===== src/rtl/hpc3_rnd_pkg.sv =====
// Shared constants, FSM state type and the LFSR advance function for the
// HPC3 fresh-randomness source.
package hpc3_rnd_pkg;

  localparam int LFSR_W     = 128;
  localparam int TAP_A      = 127;
  localparam int TAP_B      = 125;
  localparam int TAP_C      = 100;
  localparam int TAP_D      = 98;
  localparam int SEED_W     = 32;
  localparam int SEED_BEATS = 4;

  typedef enum logic [1:0] {
    UNSEEDED,
    LOAD,
    WARMUP,
    RUN
  } rnd_state_e;

  typedef struct packed {
    logic [LFSR_W-1:0] state;
    logic [LFSR_W-1:0] bits;
  } lfsr_adv_t;

  // Runs nbits LFSR steps; bits[i] is the feedback bit of step i.
  function automatic lfsr_adv_t lfsr_advance(input logic [LFSR_W-1:0] s, input int nbits);
    lfsr_adv_t r;
    logic      fb;
    r.state = s;
    r.bits  = '0;
    for (int i = 0; i < LFSR_W; i++) begin
      if (i < nbits) begin
        fb        = r.state[TAP_A] ^ r.state[TAP_B] ^ r.state[TAP_C] ^ r.state[TAP_D];
        r.bits[i] = fb;
        r.state   = {r.state[LFSR_W-2:0], fb};
      end
    end
    return r;
  endfunction

endpackage


===== src/rtl/hpc3_rnd_source_lfsr_step.sv =====
// Combinational multi-step LFSR advance, shared by the warm-up and run paths.
module hpc3_lfsr_step
  import hpc3_rnd_pkg::*;
#(
  parameter int NBITS = 2
) (
  input  logic [LFSR_W-1:0] state_i,
  output logic [LFSR_W-1:0] state_o,
  output logic [NBITS-1:0]  bits_o
);

  lfsr_adv_t         adv;
  logic [LFSR_W-1:0] unusedBits;

  always_comb begin
    adv        = lfsr_advance(state_i, NBITS);
    state_o    = adv.state;
    bits_o     = adv.bits[NBITS-1:0];
    unusedBits = adv.bits;
  end

endmodule


===== src/rtl/hpc3_rnd_source.sv =====
// Seeded LFSR randomness producer feeding the r inputs of the HPC3 gadgets.
// Each delivered word is handed out exactly once via valid/ready.
module hpc3_rnd_source
  import hpc3_rnd_pkg::*;
#(
  parameter int SECURITY_ORDER  = 1,
  parameter int RND_BITS        = SECURITY_ORDER * (SECURITY_ORDER + 1),
  parameter int WARMUP_CYCLES   = 128,
  parameter int RESEED_INTERVAL = 1024
) (
  input  logic                clk,
  input  logic                rst_n,
  input  logic [SEED_W-1:0]   seed_data_i,
  input  logic                seed_valid_i,
  output logic                seed_ready_o,
  output logic [RND_BITS-1:0] rnd_o,
  output logic                rnd_valid_o,
  input  logic                rnd_ready_i,
  output logic                reseed_req_o
);

  localparam int WARM_CW   = (WARMUP_CYCLES > 0) ? $clog2(WARMUP_CYCLES + 1) : 1;
  localparam int RESEED_CW = $clog2(RESEED_INTERVAL + 1);
  localparam logic [WARM_CW-1:0]   WARM_LAST  = WARM_CW'((WARMUP_CYCLES > 0) ? WARMUP_CYCLES - 1 : 0);
  localparam logic [RESEED_CW-1:0] RESEED_MAX = RESEED_CW'(RESEED_INTERVAL);
  localparam logic [1:0]           LAST_BEAT  = 2'(SEED_BEATS - 1);

  rnd_state_e           state_q;
  logic [LFSR_W-1:0]    lfsr_q;
  logic [RND_BITS-1:0]  rndWord_q;
  logic                 rndValid_q;
  logic                 seedReady_q;
  logic [1:0]           beatCnt_q;
  logic [WARM_CW-1:0]   warmCnt_q;
  logic [RESEED_CW-1:0] reseedCnt_q;

  logic                 seedBeat;
  logic                 rndTake;
  logic [LFSR_W-1:0]    lfsrSeed_d;
  logic [LFSR_W-1:0]    lfsrSeedFix_d;
  logic [LFSR_W-1:0]    stepState;
  logic [RND_BITS-1:0]  stepBits;

  assign seedBeat      = seed_valid_i & seedReady_q;
  assign rndTake       = rndValid_q & rnd_ready_i;
  assign lfsrSeed_d    = {lfsr_q[LFSR_W-SEED_W-1:0], seed_data_i};
  // An all-zero seed would lock the LFSR, so it is nudged to state 1.
  assign lfsrSeedFix_d = (lfsrSeed_d == '0) ? {{(LFSR_W-1){1'b0}}, 1'b1} : lfsrSeed_d;

  hpc3_lfsr_step #(
    .NBITS(RND_BITS)
  ) u_step (
    .state_i(lfsr_q),
    .state_o(stepState),
    .bits_o (stepBits)
  );

  always_ff @(posedge clk or negedge rst_n) begin
    if (!rst_n) begin
      state_q     <= UNSEEDED;
      lfsr_q      <= '0;
      rndWord_q   <= '0;
      rndValid_q  <= 1'b0;
      seedReady_q <= 1'b0;
      beatCnt_q   <= '0;
      warmCnt_q   <= '0;
      reseedCnt_q <= '0;
    end else begin
      if (rndTake && (reseedCnt_q != RESEED_MAX)) begin
        reseedCnt_q <= reseedCnt_q + RESEED_CW'(1);
      end
      unique case (state_q)
        UNSEEDED: begin
          seedReady_q <= 1'b1;
          if (seedBeat) begin
            lfsr_q    <= lfsrSeed_d;
            beatCnt_q <= 2'd1;
            state_q   <= LOAD;
          end
        end
        LOAD: begin
          if (seedBeat) begin
            if (beatCnt_q == LAST_BEAT) begin
              lfsr_q      <= lfsrSeedFix_d;
              beatCnt_q   <= '0;
              warmCnt_q   <= '0;
              reseedCnt_q <= '0;
              if (WARMUP_CYCLES == 0) begin
                state_q <= RUN;
              end else begin
                state_q     <= WARMUP;
                seedReady_q <= 1'b0;
              end
            end else begin
              lfsr_q    <= lfsrSeed_d;
              beatCnt_q <= beatCnt_q + 2'd1;
            end
          end
        end
        WARMUP: begin
          lfsr_q    <= stepState;
          warmCnt_q <= warmCnt_q + WARM_CW'(1);
          if (warmCnt_q == WARM_LAST) begin
            state_q     <= RUN;
            seedReady_q <= 1'b1;
          end
        end
        RUN: begin
          // A seed beat abandons the pending word; a handshake in the same
          // cycle has already been counted above.
          if (seedBeat) begin
            lfsr_q     <= lfsrSeed_d;
            beatCnt_q  <= 2'd1;
            rndValid_q <= 1'b0;
            state_q    <= LOAD;
          end else if (!rndValid_q || rnd_ready_i) begin
            lfsr_q     <= stepState;
            rndWord_q  <= stepBits;
            rndValid_q <= 1'b1;
          end
        end
      endcase
    end
  end

  assign seed_ready_o = seedReady_q;
  assign rnd_o        = rndWord_q;
  assign rnd_valid_o  = rndValid_q;
  assign reseed_req_o = (reseedCnt_q >= RESEED_MAX);

endmodule


===== config.mk =====
export PLATFORM = sky130hd
export DESIGN_NAME = hpc3_rnd_source
export DESIGN_NICKNAME = d
export VERILOG_FILES = /design/src/rtl/hpc3_rnd_pkg.sv /design/src/rtl/hpc3_rnd_source_lfsr_step.sv /design/src/rtl/hpc3_rnd_source.sv
export SDC_FILE = /design/constraint.sdc
export NUM_CORES = 1
export LEC_CHECK = 0
export BUFFER_PORTS_ARGS = -buffer_cell sky130_fd_sc_hd__clkbuf_2
export CELL_PAD_IN_SITES_DETAIL_PLACEMENT = 2
export CELL_PAD_IN_SITES_GLOBAL_PLACEMENT = 2
export CORE_MARGIN = 3
export CORE_UTILIZATION = 39
export CTS_BUF_LIST = sky130_fd_sc_hd__clkbuf_16
export CTS_CLUSTER_DIAMETER = 40
export DETAILED_ROUTE_END_ITERATION = 8
export PLACE_DENSITY_LB_ADDON = 0.25
export SLEW_MARGIN = 20
export SYNTH_ARGS = -nofsm -noshare
export SYNTH_HDL_FRONTEND = slang
export SYNTH_SLANG_ARGS = --single-unit

===== constraint.sdc =====
create_clock -name clk -period 5.7 [get_ports clk]
set_input_delay 0.57 -clock clk [delete_from_list [all_inputs] [get_ports clk]]
set_output_delay 0.57 -clock clk [all_outputs]
set_load 0.05 [all_outputs]

==> run metrics, run 1 <==
critical-path cell list=inv_1, ha_1, inv_1, nand2_4, buf_4, a21oi_1, nor2_1, nor2_1, o21ai_0; share of flip-flops with an asynchronous set or reset=100%; vias per inst=slightly below 6; CTS resizes=0; kind of critical path=flip-flop to flip-flop; crit path max fanout=between 80 and 90; Fmax achieved=299 MHz; Num CTS Buffers=17; ANT cells=0; synthesized area=8780 um^2; Slowest-stage cell, CP=nand2_4; CP bufs+invs=3; Setup Buffers After CTS=0; fin worst setup slack=around 2400 ps; startpoint type of the worst setup path=flip-flop; Power per Cell Area=251 nW/um^2; Synth area leaders=dfrtp_1 44%, a21oi_1 14%, nor2_1 11%, o21ai_0 7.1%, nand2_1 6.2%; Syn. warnings=0; routability cong.=around 0.8; pins over their slew limit=0; Syn Nets=between 1000 and 1500; EDFF count, synth=0; DRT antenna net count=0; hold slack=approximately 150 ps; FILL cells=about 2600; die span in x=~160 um; initial antenna violation count=0; post-synthesis sequential area ratio=between 40% and 50%; Rel. slew slack=between 20% and 30%; number of iterations in the first detailed-routing pass=5; setup tns final=0 ps; CTS HTree Levels=4; GRT overflow=0; DP Worst Slack=~2400 ps; Non-Filler Instances=about 1500; largest net degree at the start of global routing=259; vias=approximately 8600; Crit. End Element=flip-flop; Site Rows=54; Worst Path Required=slightly above 6000 ps; RSZ-0062 raised after global routing=false; # DRC=0; dpl cell area=~9100 um^2; HP Class=primary input to async pin; first-pass GRT wire length=roughly 53 mm; Post-synth top flop=dfrtp_1; Synth top area share=~44%; Clock Path Buffers=2; number of global-route vias before repair=approximately 9300; PortBufs=40; Root Buffer=clkbuf_16; post-layout minimum cycle time=between 3000 and 4000 ps; Setup Skew=14.4 ps; Ports=41; top-count cell post-synth=nor2_1; Netlist cell types=46; Starting Density=40.0%; Area Growth Syn to Fin=9.76%; Synth Instances=between 1000 and 1500; Sink Count=~160; maximum VDD drop=approximately 0.19 mV; dpl hpwl=approximately 19 mm; GRT Resource Usage Total=27.3%; layout cells sized above 1=between 8 and 9%; Worst Tran Pin Value=~1200 ps; LEAKAGE=roughly 0.0036 uW; CTS clk-pin slew, worst paths=~70 ps; Nets=1204; #FFs+latches synth=155; crit path DAT=3690 ps; routed wire length=~32 mm; CTS tree=yes; top cells by count, synth=265 x nor2_1, 252 x a21oi_1, 155 x dfrtp_1, 145 x nand2_1, 124 x o21ai_0; Clock Latency Late Sink=450 ps; Final Hold Vio Count=0; Max Cap Viol=0; design area=9630 um^2; die height=approximately 160 um; crit share post-route=between 50% and 60%; slowest stage delay, CP=790 ps; Setup violations, final=0; routed len/inst=~22 um; Die Footprint=24300 um^2; top cell family by delay on the critical path=buffers and inverters; Cell Count Post-Placement=between 1000 and 1500; Core Region=22000 um^2; drt first-iter violations=between 600 and 700; Hold Buf Count CTS=0; status=finished, final reports clean; leading area contributor after synthesis=dfrtp_1; Mapped Avg Cell Area=between 7 and 8 um^2
power breakdown:
part,internal [uW],switching [uW]
logic,49.2,76.5
clock network,608,534
registers,1120,28.3
final cells by class:
| type | instances | area [um^2] | share of cell area (%) |
|---|---|---|---|
| Clock buffer | 17 | 425 | 4.42 |
| Clock inverter | 15 | 139 | 1.44 |
| Inverter | 13 | 48.8 | 0.506 |
| Multi-Input combinational cell | 922 | 4490 | 46.6 |
| Sequential cell | 155 | 3880 | 40.3 |
| Tap cell | 280 | 350 | 3.64 |
| Timing Repair Buffer | 49 | 299 | 3.10 |
sequential cells by signal (all words and copies together), names as in the netlist:
| register | flops |
|---|---|
| rnd_valid_o | 1 |
| seed_ready_o | 1 |
| rnd_o | 2 |
| beatCnt_q | 2 |
| lfsr_q | 128 |
| state_q | 2 |
| warmCnt_q | 8 |
| reseedCnt_q | 11 |
cell families (layout without fill, tap and decap cells):
group                    after synthesis  count (layout)  synth area share [%]
AND/OR/NAND/NOR                      478             478                  22.4
flip-flops                           155             155                  44.2
buffers and inverters                 99              94                  5.06
adder cells (fa/ha/maj)               10              10                  1.43
AO/OA/AOI/OAI                        410             410                  24.4
XOR/XNOR                              17              17                  1.70
multiplexers                           7               7                 0.827
per-layer routing:
layer  part of all wire, %  routed length [um]  vias up  GRT usage [%]
li1                      -                   -     4008              -
met1                    48               15400     4485           38.6
met2                    49               15600      117           44.9
met3                   2.5                 802       33           3.16
met4                   1.3                 410        0           6.60
met5                     0                   0        -              0
metrics by stage:
stage	total power, uW	utilization (%)
global route	2510	43.9
CTS	2440	43.9
finish	2420	43.9
detailed placement	1300	41.3
floorplan	1230	-
global placement	1290	41.3
final timing paths:
kind / startpoint / end / slack [ps] / cells after the start
worst max-delay path: state_q[0] / lfsr_q[50] / 2350 / 9
worst min-delay path: rst_n / reseedCnt_q[4] / 150 / 1
worst max register to register: state_q[0] / lfsr_q[50] / 2350 / 9
worst min register to register: rnd_o[0] / rnd_o[0] / 510 / 1
max in group asynchronous: rst_n / lfsr_q[119] / 4370 / 2
min in group clk: seed_data_i[25] / lfsr_q[25] / 410 / 3
placed cells by master, fill, tap and decap left out, types with 11 or more instances in the layout:
cell / n
a21oi_1: 251
clkbuf_16: 17
clkbuf_2: 39
dfrtp_1: 155
inv_1: 14
nand2_1: 144
nand4_1: 11
nor2_1: 264
nor4_1: 30
o21ai_0: 124
xnor2_1: 11
(Power assumes the default switching activity.)
==> run 2: changes to the inputs <==
--- a/config.mk
+++ b/config.mk
@@ -5,11 +5,12 @@
 export SDC_FILE = /design/constraint.sdc
 export NUM_CORES = 1
 export LEC_CHECK = 0
+export ABC_AREA = 1
 export BUFFER_PORTS_ARGS = -buffer_cell sky130_fd_sc_hd__clkbuf_2
 export CELL_PAD_IN_SITES_DETAIL_PLACEMENT = 2
 export CELL_PAD_IN_SITES_GLOBAL_PLACEMENT = 2
 export CORE_MARGIN = 3
-export CORE_UTILIZATION = 39
+export CORE_UTILIZATION = 33
 export CTS_BUF_LIST = sky130_fd_sc_hd__clkbuf_16
 export CTS_CLUSTER_DIAMETER = 40
 export DETAILED_ROUTE_END_ITERATION = 8
==> constraint.sdc (replaced) <==
create_clock -name clk -period 2.8 [get_ports clk]
set_input_delay 0.28 -clock clk [delete_from_list [all_inputs] [get_ports clk]]
set_output_delay 0.28 -clock clk [all_outputs]
set_load 0.05 [all_outputs]
==> run metrics, run 2 <==
post-synthesis sequential area ratio=around 36%; synthesized area=between 10000 and 15000 um^2; maximum VDD drop=0.450 mV; share of flip-flops with an asynchronous set or reset=100%; top cells by count, synth=365 x o21ai_0, 181 x nand2_1, 161 x inv_1, 155 x dfrtp_1, 107 x nor2_1; Regs by FF count=lfsr_q x128, reseedCnt_q x11, warmCnt_q x8; GRT Resource Usage Total=a little under a quarter; CTS HTree Levels=4; Power per Cell Area=about 400 nW/um^2; Post-synth top flop=dfrtp_1; die span in x=~190 um; CTS tree=yes; Mapped Avg Cell Area=a little over 7 um^2; slowest stage delay, CP=430 ps; number of global-route vias before repair=approximately 12000; vias per inst=approximately 5.9; dpl hpwl=between 20 and 30 mm; number of iterations in the first detailed-routing pass=5; crit share post-route=roughly four fifths; crit path DAT=approximately 2600 ps; r2r setup slk=~520 ps; HP Class=primary input to flip-flop; Cell Count Post-Placement=1885; leading area contributor after synthesis=dfrtp_1; Setup violations, final=0; Rel. slew slack=between 50 and 60%; hold path cells=3; Netlist cell types=42; critical-path cell list=inv_1, ha_1, inv_6, buf_4, o21ai_0, o221ai_1, o21ai_0; ANT cells=0; r2r worst-path depth=7; die height=188 um; number of flip-flops in the largest register=approximately 130; most frequent cells in the layout=365 x o21ai_0, 181 x nand2_1, 164 x inv_1, 155 x dfrtp_1, 107 x nor2_1; R2R Path Start=state_q[0]; Non-Filler Instances=~1900; post-layout minimum cycle time=approximately 2300 ps; Worst Path Required=just over 3000 ps; initial antenna violation count=0; #FFs+latches synth=155; vias=around 11000; top-count cell post-synth=o21ai_0; PortBufs=40; first-pass GRT wire length=about 67 mm; hold slack=between 100 and 150 ps; Ports=41; Clock Path Buffers=2; Area Growth Syn to Fin=9.68%; largest net degree at the start of global routing=~120; EDFF count, synth=0; status=finished, final reports clean; Clock Latency Late Sink=roughly 450 ps; Crit. End Element=flip-flop; CTS clk-pin slew, worst paths=~70 ps; DRT antenna net count=0; RSZ-0062 raised after global routing=false; Final Hold Vio Count=0; kind of critical path=flip-flop to flip-flop; LEAKAGE=approximately 0.0052 uW; hold endpoint=lfsr_q[15]; Root Buffer=clkbuf_16; Max Cap Viol=0; layout cells sized above 1=under 10%; routed wire length=about 40 mm; Sink Count=155; footprint of the multi-input gates=about 5800 um^2; Synth Instances=~1500; Num CTS Buffers=17; Worst R2R End=lfsr_q[79]; Site Rows=65; Slowest-stage cell, CP=dfrtp_1; pins over their slew limit=0; Hold Path Origin=seed_data_i[15]; Syn. warnings=0; crit path max fanout=59; Starting Density=34.0%; Nets=~1500; # DRC=0; FILL cells=just under 4000; Core Region=roughly 32000 um^2; Die Footprint=35300 um^2; Synth top area share=around 36%; Setup Skew=9.61 ps; FF+latch area=3880 um^2; drt first-iter violations=~630; routed len/inst=20.9 um; Fmax achieved=~440 MHz; Worst Tran Pin Value=around 640 ps; Synth area leaders=dfrtp_1 36%, o21ai_0 17%, o221ai_1 7.4%, nand2_1 6.2%, inv_1 5.5%; fin worst setup slack=between 500 and 600 ps; Syn Nets=1556; commonest non-fill, non-tap cell in the layout=o21ai_0; startpoint type of the worst setup path=flip-flop; setup tns final=0 ps; final core occ=37.3%; CP most frequent cell=o21ai_0; GRT overflow=0; largest reg by FF count=lfsr_q; routability cong.=around 0.78; DP Worst Slack=between 500 and 600 ps
run 2: changes by cell type after synthesis, sizes merged, moves of 7 or more:
cell     before  now
o21ai       134  429
o221ai        0   92
nand3         7   21
xnor2        11    4
inv          13  167
o22ai         0   38
nand2       145  183
o211ai        0   49
clkbuf       38   60
nor4         30    0
o2111ai       0   19
a21oi       254   75
buf          48   68
nor2        265  110
run 2: through the flow:
step | power, uW | area [um^2]
finish | 4730 | 12000
global route | 4900 | 12000
CTS | 4800 | 12000
detailed placement | 2400 | 11400
global placement | 2400 | 11400
floorplan | 2290 | 10900
run 2: worst max-delay path by stage:
stage / startpoint / to / cells past startpoint
finish: state_q[0] / lfsr_q[79] / 7
global route: seed_ready_o / lfsr_q[50] / 9
CTS: state_q[1] / lfsr_q[79] / 8
detailed placement: state_q[0] / lfsr_q[79] / 7
global placement: state_q[0] / lfsr_q[79] / 7
floorplan: seed_ready_o / lfsr_q[66] / 9
run 2: area by class of cell:
type | count | share of cell area [%]
Clock buffer | 17 | 3.56
Clock inverter | 13 | 1.15
Inverter | 167 | 5.32
Multi-Input combinational cell | 1060 | 48.2
Sequential cell | 155 | 32.4
Tap cell | 435 | 4.55
Timing Repair Buffer | 69 | 4.82
run 2: repair_timing:
action | CTS | global route
hold endpoints to repair | 31 | 0
resized for setup | 0 | 0
buffers inserted | 0 | 0
hold buffers | 1 | 0
run 2: logic make-up (layout without fill, tap and decap cells):
group / after synthesis / in the layout / share of synthesized area, %
flip-flops: 155 / 155 / 35.6
AO/OA/AOI/OAI: 710 / 710 / 38.3
XOR/XNOR: 9 / 9 / 0.723
AND/OR/NAND/NOR: 331 / 331 / 12.4
adder cells (fa/ha/maj): 10 / 10 / 1.15
buffers and inverters: 295 / 266 / 11.8
run 2: worst max-delay path: cells and delay by family, from the launching register on:
kind                     cells  cell delay, ps
buffers and inverters        3             820
AO/OA/AOI/OAI                3             570
flip-flops                   1             430
adder cells (fa/ha/maj)      1             270
run 2: metal layers:
layer	global-route usage [%]	up-vias	wire length (um)
met4	5.19	0	527
met1	31.0	5782	18900
met3	3.25	27	1030
met2	39.5	142	19700
li1	-	5285	-
met5	0	-	0
run 2: where the power goes:
group	switching, uW	internal [uW]	total (uW)
clock	1010	1370	2370
combinational	90.0	28.8	119
sequential	0	2240	2240
==> run 3: changes to the inputs <==
--- a/config.mk
+++ b/config.mk
@@ -10,7 +10,7 @@
 export CELL_PAD_IN_SITES_DETAIL_PLACEMENT = 2
 export CELL_PAD_IN_SITES_GLOBAL_PLACEMENT = 2
 export CORE_MARGIN = 3
-export CORE_UTILIZATION = 33
+export CORE_UTILIZATION = 37
 export CTS_BUF_LIST = sky130_fd_sc_hd__clkbuf_16
 export CTS_CLUSTER_DIAMETER = 40
 export DETAILED_ROUTE_END_ITERATION = 8
==> constraint.sdc (replaced) <==
create_clock -name clk -period 2.3 [get_ports clk]
set_input_delay 0.23 -clock clk [delete_from_list [all_inputs] [get_ports clk]]
set_output_delay 0.23 -clock clk [all_outputs]
set_load 0.05 [all_outputs]
==> run metrics, run 3 (same netlist as run 2, synthesis figures left out) <==
FILL cells=3427; hold slack=109 ps; R2R Path Start=state_q[0]; startpoint type of the worst setup path=flip-flop; Rel. slew slack=58.2%; Area Growth Syn to Fin=11.3%; clock power share=between 40% and 50%; # DRC=0; layout cells sized above 1=roughly 8.9%; top cell family by delay on the critical path=buffers and inverters; Sink Count=~160; Pwr Total=about 5700 uW; dpl hpwl=between 20 and 30 mm; Non-Filler Instances=approximately 1900; final core occ=42.1%; DRT antenna net count=0; power share of the combinational group=under 10%; Critical Path Start=state_q[0]; Worst Path Required=~2600 ps; vias per inst=around 6.2; GRT Resource Usage Total=~28%; most frequent cells in the layout=365 x o21ai_0, 181 x nand2_1, 161 x inv_1, 155 x dfrtp_1, 107 x nor2_1; crit path max fanout=56; Num CTS Buffers=17; routed len/inst=around 23 um; routed wire length=roughly 43 mm; Crit. End Element=flip-flop; Starting Density=between 30% and 40%; setup tns final=0 ps; Worst path depth=7; die height=between 150 and 200 um; Cell Count Post-Placement=~1900; routability cong.=0.785; PortBufs=40; footprint of the multi-input gates=5770 um^2; number of global-route vias before repair=around 12000; Nets=approximately 1500; Fmax achieved=roughly 470 MHz; post-layout minimum cycle time=2140 ps; crit path DAT=about 2400 ps; maximum VDD drop=0.502 mV; Setup Skew=around 14 ps; Regs by FF count=lfsr_q x128, reseedCnt_q x11, warmCnt_q x8; GRT overflow=0; FF+latch area=3880 um^2; crit path to=lfsr_q[93]; Clock Latency Late Sink=roughly 440 ps; sw power=approximately 1500 uW; ANT cells=0; HP Class=primary input to flip-flop; Worst R2R End=lfsr_q[93]; number of flip-flops in the largest register=128; Clock Path Buffers=2; Max Cap Viol=0; Slowest-stage cell, CP=dfrtp_1; Setup violations, final=0; pins over their slew limit=0; r2r setup slk=between 150 and 200 ps; Site Rows=62; critical-path cell list=inv_1, ha_1, clkinv_4, buf_12, o21ai_0, o221ai_1, o21ai_0; switching part of the total=roughly a quarter; die span in x=roughly 180 um; Worst Tran Pin Value=627 ps; Core Region=around 29000 um^2; vias=around 12000; status=finished, final reports clean; slowest stage delay, CP=roughly 440 ps; initial antenna violation count=0; internal power=4270 uW; first-pass GRT wire length=between 70 and 80 mm; largest reg by FF count=lfsr_q; RSZ-0062 raised after global routing=true; Seq pwr share=a little under half; LEAKAGE=about 0.0053 uW; Root Buffer=clkbuf_16; Power per Cell Area=472 nW/um^2; commonest non-fill, non-tap cell in the layout=o21ai_0; Final Hold Vio Count=0; CTS clk-pin slew, worst paths=roughly 80 ps; CP most frequent cell=o21ai_0; number of iterations in the first detailed-routing pass=5; CTS HTree Levels=4; kind of critical path=flip-flop to flip-flop; CP bufs+invs=3; Ports=between 40 and 50; r2r worst-path depth=7; Die Footprint=between 30000 and 40000 um^2; crit share post-route=a little over 90%; drt first-iter violations=between 700 and 800; CTS tree=yes; largest net degree at the start of global routing=between 50 and 60
[run 3: changes by cell type in the layout (fill, tap and decap cells not counted)]
cell       delta
buf_4        +10
inv_6         +4
clkinv_4      +4
inv_4         +1
inv_1         -3
buf_6         +2
clkinv_1      -1
clkinv_2      -2
buf_12        +7
inv_8         +1
bufinv_16     -2
[run 3: worst min path at each step]
| stage | start | end | cells after the start |
|---|---|---|---|
| global placement | rst_n | reseedCnt_q[3] | 1 |
| detailed placement | rst_n | reseedCnt_q[3] | 1 |
| finish | seed_data_i[15] | lfsr_q[15] | 3 |
| global route | seed_data_i[17] | lfsr_q[17] | 3 |
| CTS | seed_data_i[15] | lfsr_q[15] | 3 |
| floorplan | rst_n | beatCnt_q[0] | 0 |
[run 3: area by class of cell]
class	count	share of cell area (%)
sequential	155	31.9
multi-input combinational	1060	47.5
timing repair buffer	88	6.71
tap	384	3.96
clock buffer	17	3.50
inverter	167	5.26
clock inverter	15	1.14
[run 3: power by group through the flow]
stage	sequential [uW]	combinational (uW)	clock [uW]
final	2720	146	2860
after CTS	2720	150	2910
after global placement	2780	143	0
after global routing	2720	165	3030
after floorplan	2780	11.3	0
after detailed placement	2780	148	0
[run 3: worst min-delay path, cell delays in order]
cell	delay, ps
clkbuf_2	110
o211ai_1	90
o21ai_0	80
[run 3: timing repair]
action	4_1_cts	5_1_grt
endpoints found under the hold margin	51	0
gates resized for setup	0	4
hold buffers	1	0
endpoints found under the setup margin	0	11
buffers inserted	0	0
[run 3: per-layer routing]
metal | wire [um] | GRT usage, % | up-vias
li1 | - | - | 5327
met5 | 0 | 0 | -
met1 | 20100 | 38.1 | 6076
met2 | 20800 | 46.3 | 222
met4 | 944 | 7.46 | 0
met3 | 1350 | 3.70 | 54
[run 3: stage by stage]
stage	setup WS, ps	area [um^2]
after global placement	241	11600
after CTS	86.8	12100
after global routing	-16.0	12100
after floorplan	545	10900
after detailed placement	183	11600
final	159	12100
